<file path="src/rtl/simprisc_pkg.sv">
// Shared SimpRisc types and defaults used by the register file and its users.
package simprisc_pkg;

    localparam int XLEN_DEFAULT = 32;

    typedef enum logic {
        RF_IDLE  = 1'b0,
        RF_CLEAR = 1'b1
    } rf_state_e;

    typedef logic [XLEN_DEFAULT-1:0] word_t;

endpackage

</file>
<file path="src/rtl/regfile_mp_if.sv">
// Decode/writeback-facing bundle of the multi-port register file.
interface regfile_mp_if #(
    parameter int XLEN  = 32,
    parameter int NREGS = 32,
    parameter int NRD   = 2
);
    localparam int AW = $clog2(NREGS);

    logic                      clr_req;
    logic                      busy;
    logic                      we;
    logic [AW-1:0]             waddr;
    logic [XLEN-1:0]           wdata;
    logic [NRD-1:0][AW-1:0]    raddr;
    logic [NRD-1:0][XLEN-1:0]  rdata;

    modport master (
        output clr_req, we, waddr, wdata, raddr,
        input  busy, rdata
    );

    modport slave (
        input  clr_req, we, waddr, wdata, raddr,
        output busy, rdata
    );
endinterface

</file>
<file path="src/rtl/rf_read_port.sv">
// One registered read port: array select, write-first bypass, r0 masking.
module rf_read_port #(
    parameter int XLEN    = 32,
    parameter int NREGS   = 32,
    parameter bit ZERO_R0 = 1'b1,
    parameter int AW      = $clog2(NREGS)
) (
    input  logic                        clk,
    input  logic                        nreset,
    input  logic                        clear,
    input  logic [NREGS-1:0][XLEN-1:0]  mem,
    input  logic [AW-1:0]               raddr,
    input  logic                        wr_en,
    input  logic [AW-1:0]               waddr,
    input  logic [XLEN-1:0]             wdata,
    output logic [XLEN-1:0]             rdata
);
    logic [XLEN-1:0] rdata_nxt;
    logic [XLEN-1:0] rdata_p1;

    // wr_en already excludes dropped writes, so a matching address always bypasses
    always_comb begin
        rdata_nxt = mem[raddr];
        if (clear) begin
            rdata_nxt = '0;
        end else if (ZERO_R0 && (raddr == '0)) begin
            rdata_nxt = '0;
        end else if (wr_en && (waddr == raddr)) begin
            rdata_nxt = wdata;
        end
    end

    always_ff @(posedge clk or negedge nreset) begin
        if (!nreset) begin
            rdata_p1 <= '0;
        end else begin
            rdata_p1 <= rdata_nxt;
        end
    end

    assign rdata = rdata_p1;
endmodule

</file>
<file path="src/rtl/regfile_mp.sv">
// Multi-read-port register file with write-first bypass and a sequential clear
// engine that zeroes the array after reset or on request.
module regfile_mp
    import simprisc_pkg::*;
#(
    parameter int XLEN    = XLEN_DEFAULT,
    parameter int NREGS   = 32,
    parameter int NRD     = 2,
    parameter bit ZERO_R0 = 1'b1
) (
    input  logic          clk,
    input  logic          nreset,
    regfile_mp_if.slave   rf
);
    localparam int AW = $clog2(NREGS);

    rf_state_e                 state, state_nxt;
    logic [AW-1:0]             clr_idx, clr_idx_nxt;
    logic                      busy_q;
    logic                      wr_en;
    logic                      clearing;
    logic [NREGS-1:0][XLEN-1:0] mem;
    logic [NRD-1:0][XLEN-1:0]  rdata_w;

    assign clearing = (state == RF_CLEAR);

    // A clear request in the same cycle as a write wins; the write is lost.
    assign wr_en = !clearing && !rf.clr_req && rf.we
                   && !(ZERO_R0 && (rf.waddr == '0));

    always_comb begin
        state_nxt   = state;
        clr_idx_nxt = clr_idx;
        case (state)
            RF_CLEAR: begin
                clr_idx_nxt = clr_idx + 1'b1;
                if (clr_idx == AW'(NREGS - 1)) begin
                    state_nxt = RF_IDLE;
                end
            end
            RF_IDLE: begin
                if (rf.clr_req) begin
                    state_nxt   = RF_CLEAR;
                    clr_idx_nxt = '0;
                end
            end
            default: begin
                state_nxt   = RF_CLEAR;
                clr_idx_nxt = '0;
            end
        endcase
    end

    always_ff @(posedge clk or negedge nreset) begin
        if (!nreset) begin
            state   <= RF_CLEAR;
            clr_idx <= '0;
            busy_q  <= 1'b1;
        end else begin
            state   <= state_nxt;
            clr_idx <= clr_idx_nxt;
            busy_q  <= (state_nxt == RF_CLEAR);
        end
    end

    // Storage carries no reset; the clear engine is what initialises it.
    always_ff @(posedge clk) begin
        if (clearing) begin
            mem[clr_idx] <= '0;
        end else if (wr_en) begin
            mem[rf.waddr] <= rf.wdata;
        end
    end

    for (genvar i = 0; i < NRD; i++) begin : g_rd
        rf_read_port #(
            .XLEN    (XLEN),
            .NREGS   (NREGS),
            .ZERO_R0 (ZERO_R0),
            .AW      (AW)
        ) u_rp (
            .clk    (clk),
            .nreset (nreset),
            .clear  (clearing),
            .mem    (mem),
            .raddr  (rf.raddr[i]),
            .wr_en  (wr_en),
            .waddr  (rf.waddr),
            .wdata  (rf.wdata),
            .rdata  (rdata_w[i])
        );
    end

    assign rf.rdata = rdata_w;
    assign rf.busy  = busy_q;
endmodule

</file>
<file path="src/flat_wrapper.sv">
// flat-port wrapper written by rule: the top's interface ports become plain ports
module regfile_mp_flat import simprisc_pkg::*;
#(
    parameter int XLEN    = XLEN_DEFAULT,
    parameter int NREGS   = 32,
    parameter int NRD     = 2,
    parameter bit ZERO_R0 = 1'b1
)
  (clk, nreset, rf_clr_req, rf_we, rf_waddr, rf_wdata, rf_raddr, rf_busy, rf_rdata);
  regfile_mp_if #(.XLEN(XLEN), .NREGS(NREGS), .NRD(NRD)) rf_i ();
  input  logic clk;
  input  logic nreset;
  input wire logic [$bits(rf_i.clr_req)-1:0] rf_clr_req;
  input wire logic [$bits(rf_i.we)-1:0] rf_we;
  input wire logic [$bits(rf_i.waddr)-1:0] rf_waddr;
  input wire logic [$bits(rf_i.wdata)-1:0] rf_wdata;
  input wire logic [$bits(rf_i.raddr)-1:0] rf_raddr;
  output wire logic [$bits(rf_i.busy)-1:0] rf_busy;
  output wire logic [$bits(rf_i.rdata)-1:0] rf_rdata;
  assign rf_i.clr_req = rf_clr_req;
  assign rf_i.we = rf_we;
  assign rf_i.waddr = rf_waddr;
  assign rf_i.wdata = rf_wdata;
  assign rf_i.raddr = rf_raddr;
  assign rf_busy = rf_i.busy;
  assign rf_rdata = rf_i.rdata;
  regfile_mp #(.XLEN(XLEN), .NREGS(NREGS), .NRD(NRD), .ZERO_R0(ZERO_R0)) u_core (.clk(clk), .nreset(nreset), .rf(rf_i));
endmodule
</file>
<file path="config.mk">
export PLATFORM = sky130hd
export DESIGN_NAME = regfile_mp_flat
export DESIGN_NICKNAME = d
export VERILOG_FILES = /design/src/rtl/simprisc_pkg.sv /design/src/rtl/regfile_mp_if.sv /design/src/rtl/rf_read_port.sv /design/src/rtl/regfile_mp.sv /design/src/flat_wrapper.sv
export SDC_FILE = /design/constraint.sdc
export NUM_CORES = 2
export LEC_CHECK = 0
export CORE_ASPECT_RATIO = 1.2
export CORE_UTILIZATION = 40
export DETAILED_ROUTE_END_ITERATION = 8
export GPL_ROUTABILITY_DRIVEN = 0
export PLACE_DENSITY_LB_ADDON = 0.08
export SYNTH_ARGS = -nofsm -noshare
export SYNTH_HDL_FRONTEND = slang
export SYNTH_SLANG_ARGS = --single-unit
</file>
<file path="constraint.sdc">
create_clock -name clk -period 4.1 [get_ports clk]
set_clock_uncertainty 0.15 [all_clocks]
set_input_delay 0.41 -clock clk [delete_from_list [all_inputs] [get_ports clk]]
set_output_delay 0.41 -clock clk [all_outputs]
set_load 0.01 [all_outputs]
</file>
==> flow_summary.ini <==
[floorplanning]
num_rows = 157
initial_core_util_pct = 40.3
die_w_um = 360
core_mm2 = 0.153
pin_count = 116
dieArea_mm2 = 0.156
dieHeight_um = 432

[power_and_ir_drop]
switching_share_pct = 35.7
vdd_drop_max_mv = 0.364
p_seq_share_pct = 43.0
cellLeakagePower_nw = 27.5
powerDensity_mw_per_mm2 = 722
p_switching_w = 0.0182
internal-power_w = 0.0329
pwr-share-clk_pct = 23.6
p_comb_share_pct = 33.4

[setup_path]
worstPathMaxFanout = 72
worst-setup-path-type = reg2out
arrival_ps = 2630
cp-end-kind = output pin
start_kind = register
r2r-start = u_core.clr_idx[1]
worst-r2r-cell-count = 6
critPathLaunch = u_core.clearing
required_ps = 3540

[cts]
cts_setup_buffers = 0
root_buffer = clkbuf_16
clk_pin_slew_ps = 60
h-tree-depth = 3
ctsHoldBuffers = 1
cts_sinks = 1094
cts_resized = 0
insertion_delay_ps = 780
clockBufferDepth = 3
cts_tree = done
cts_buffers = 120

[synth]
synth_common_cells = 1025 x a22o_1, 1024 x edfxtp_1, 445 x clkbuf_1, 433 x mux2i_1, 316 x mux4_2
synth_cells = 4456
synth_top_area_share_pct = 49.9
synthMostInstantiatedCell = a22o_1
synth_edf_count = 1024
synth_compound_area_share_pct = 21.2
ys_types = 59
ys_seq_area_share_pct = 52.7
synth_async_sr_flop_share_pct = 6.40
synth-main-ff-cell = edfxtp_1
synth_area_leader_cell = edfxtp_1
synthMuxAreaShare_pct = 18.6
synth_top_family_by_area = compound AO/OA/AOI/OAI gates
syn-num-nets = 4512
synth-seq-cells = 1094
synth-xor-area-share_pct = 0.170
syn_area_mm2 = 0.0617
yosys.area_share.adder_pct = 0.101
synth.avg_cell_area_um2 = 13.8
ys_top_cells_by_area = edfxtp_1 50%, a22o_1 15%, mux4_2 12%
yosys_warnings = 0
synth-simple-area-share_pct = 2.94

[timing]
finalHoldViolCount = 0
worstMarginPinSlew_ps = 1150
post-route-period-util_pct = 77.9
rsz0062_at_grt = no
relSlewSlack_pct = 23.1
fin_tns_setup_ps = 0
setup_viol = 0
hold-worst-slack_ps = 84.3
fmax_mhz = 313
drv_slew = 0
finalWorstSetupSlack_ps = 907
period_minus_slack_ps = 3190

[routing]
wl_per_cell_um = 43.9
routed_wl_mm = 285
first_pass_iters = 6
drc = 0
vias = 48884
drt-initial-drc-count = 7090
viasPerCell = 7.52
drtAntennaViolNets = 0

[finish]
nets = 4460
area_delta_synth_final_pct = 14.9
drive_above_1_share_pct = 21.3
fin_util_pct = 46.4

[global_routing]
grt_pass1_wl_mm = 390
grt_overflow = 0
antenna_found_initial = 16
grt_usage_pct = 35.8
grt_pass1_vias = 46422
grt_max_degree = 73

[outcome]
status = finished, final reports clean

[placed_design]
hpwl_mm = 171
pre_cts_ws_ps = 489
port-buffer-count = 115

[run]
drv_cap = 0

[worst_hold_path]
holdCritPathClass = in2async
layout make-up:
cell class | count | area (um^2)
well taps | 1987 | 2490
inverters | 9 | 40.0
flip-flops and latches | 1094 | 32500
clock buffers | 139 | 3190
multi-input cells | 2771 | 27400
clock inverters | 86 | 1060
repair buffers | 408 | 4140
fillers | 13484 | 82000
diodes | 5 | 12.5
per-layer routing:
layer | GRT usage (%) | vias to the layer above | share of wire, %
met1 | 47.3 | 25604 | 38
met5 | 0.560 | - | 0.073
met3 | 9.90 | 709 | 12
met4 | 18.3 | 14 | 5.5
met2 | 53.9 | 3879 | 45
li1 | - | 18678 | -
power groups by stage:
stage	clock network, W	registers, W	logic, W
after detailed placement	0	0.0218	0.0167
after global placement	0	0.0218	0.0164
final	0.0121	0.0220	0.0171
after CTS	0.0121	0.0217	0.0168
after floorplan	0	0.0207	0.0104
after global routing	0.0125	0.0224	0.0177
cell usage in the layout, fill, tap and decap left out, drive strengths merged, types with 7 or more instances in the layout:
| cell | Yosys | routed |
|---|---|---|
| nor3 | 19 | 19 |
| nor2 | 118 | 118 |
| o22ai | 126 | 126 |
| inv | 7 | 11 |
| nor2b | 47 | 47 |
| o31ai | 19 | 19 |
| clkinvlp | 0 | 11 |
| o21ai | 81 | 81 |
| clkinv | 2 | 49 |
| clkbuf | 445 | 141 |
| and2 | 7 | 7 |
| clkdlybuf4s50 | 0 | 104 |
| o221ai | 172 | 172 |
| nand2 | 130 | 130 |
| a22o | 1025 | 1025 |
| nor3b | 15 | 15 |
| a211oi | 7 | 7 |
| a31oi | 25 | 25 |
| mux4 | 316 | 316 |
| bufinv | 0 | 24 |
| nand3 | 20 | 20 |
| a21o | 7 | 7 |
| dfrtp | 69 | 69 |
| a21oi | 101 | 101 |
| nor4 | 15 | 15 |
| xor2 | 11 | 11 |
| mux2i | 433 | 433 |
| buf | 137 | 301 |
| nand2b | 7 | 7 |
| edfxtp | 1024 | 1024 |
| a32o | 12 | 12 |
sequential cells by signal, indices dropped and copies added, names as in the netlist:
signal and cells:
u_core.clr_idx 5, u_core.mem 1024, u_core.clearing 1, u_core.g_rd.u_rp.rdata 64
stage by stage:
step,area [um^2],total power (W),std cells
floorplan,61700,0.0311,4456
global placement,66600,0.0383,6268
detailed placement,66600,0.0385,6268
CTS,70800,0.0506,6494
global route,70800,0.0526,6494
finish,70900,0.0512,6499
worst max-delay path: stages, from the launching register on:
cell and delay [ps]:
dfstp_4 650, buf_12 520, clkdlybuf4s50_1 660
cell families after synthesis:
| logic type | after synthesis |
|---|---|
| XOR/XNOR | 12 |
| AND/OR/NAND/NOR | 391 |
| buffers and inverters | 591 |
| flip-flops | 1094 |
| multiplexers | 749 |
| AO/OA/AOI/OAI | 1614 |
| adder cells (fa/ha/maj) | 5 |
final timing paths:
kind / to / slack (ps)
max reg2reg: u_core.mem[33] / 910
max: rf_busy / 910
min reg2reg: u_core.clr_idx[0] / 430
min: u_core.g_rd[1].u_rp.rdata[25] / 80
max in group asynchronous: u_core.g_rd[0].u_rp.rdata[2] / 2750
min in group clk: u_core.g_rd[1].u_rp.rdata[12] / 160
(Power assumes the default switching activity.)
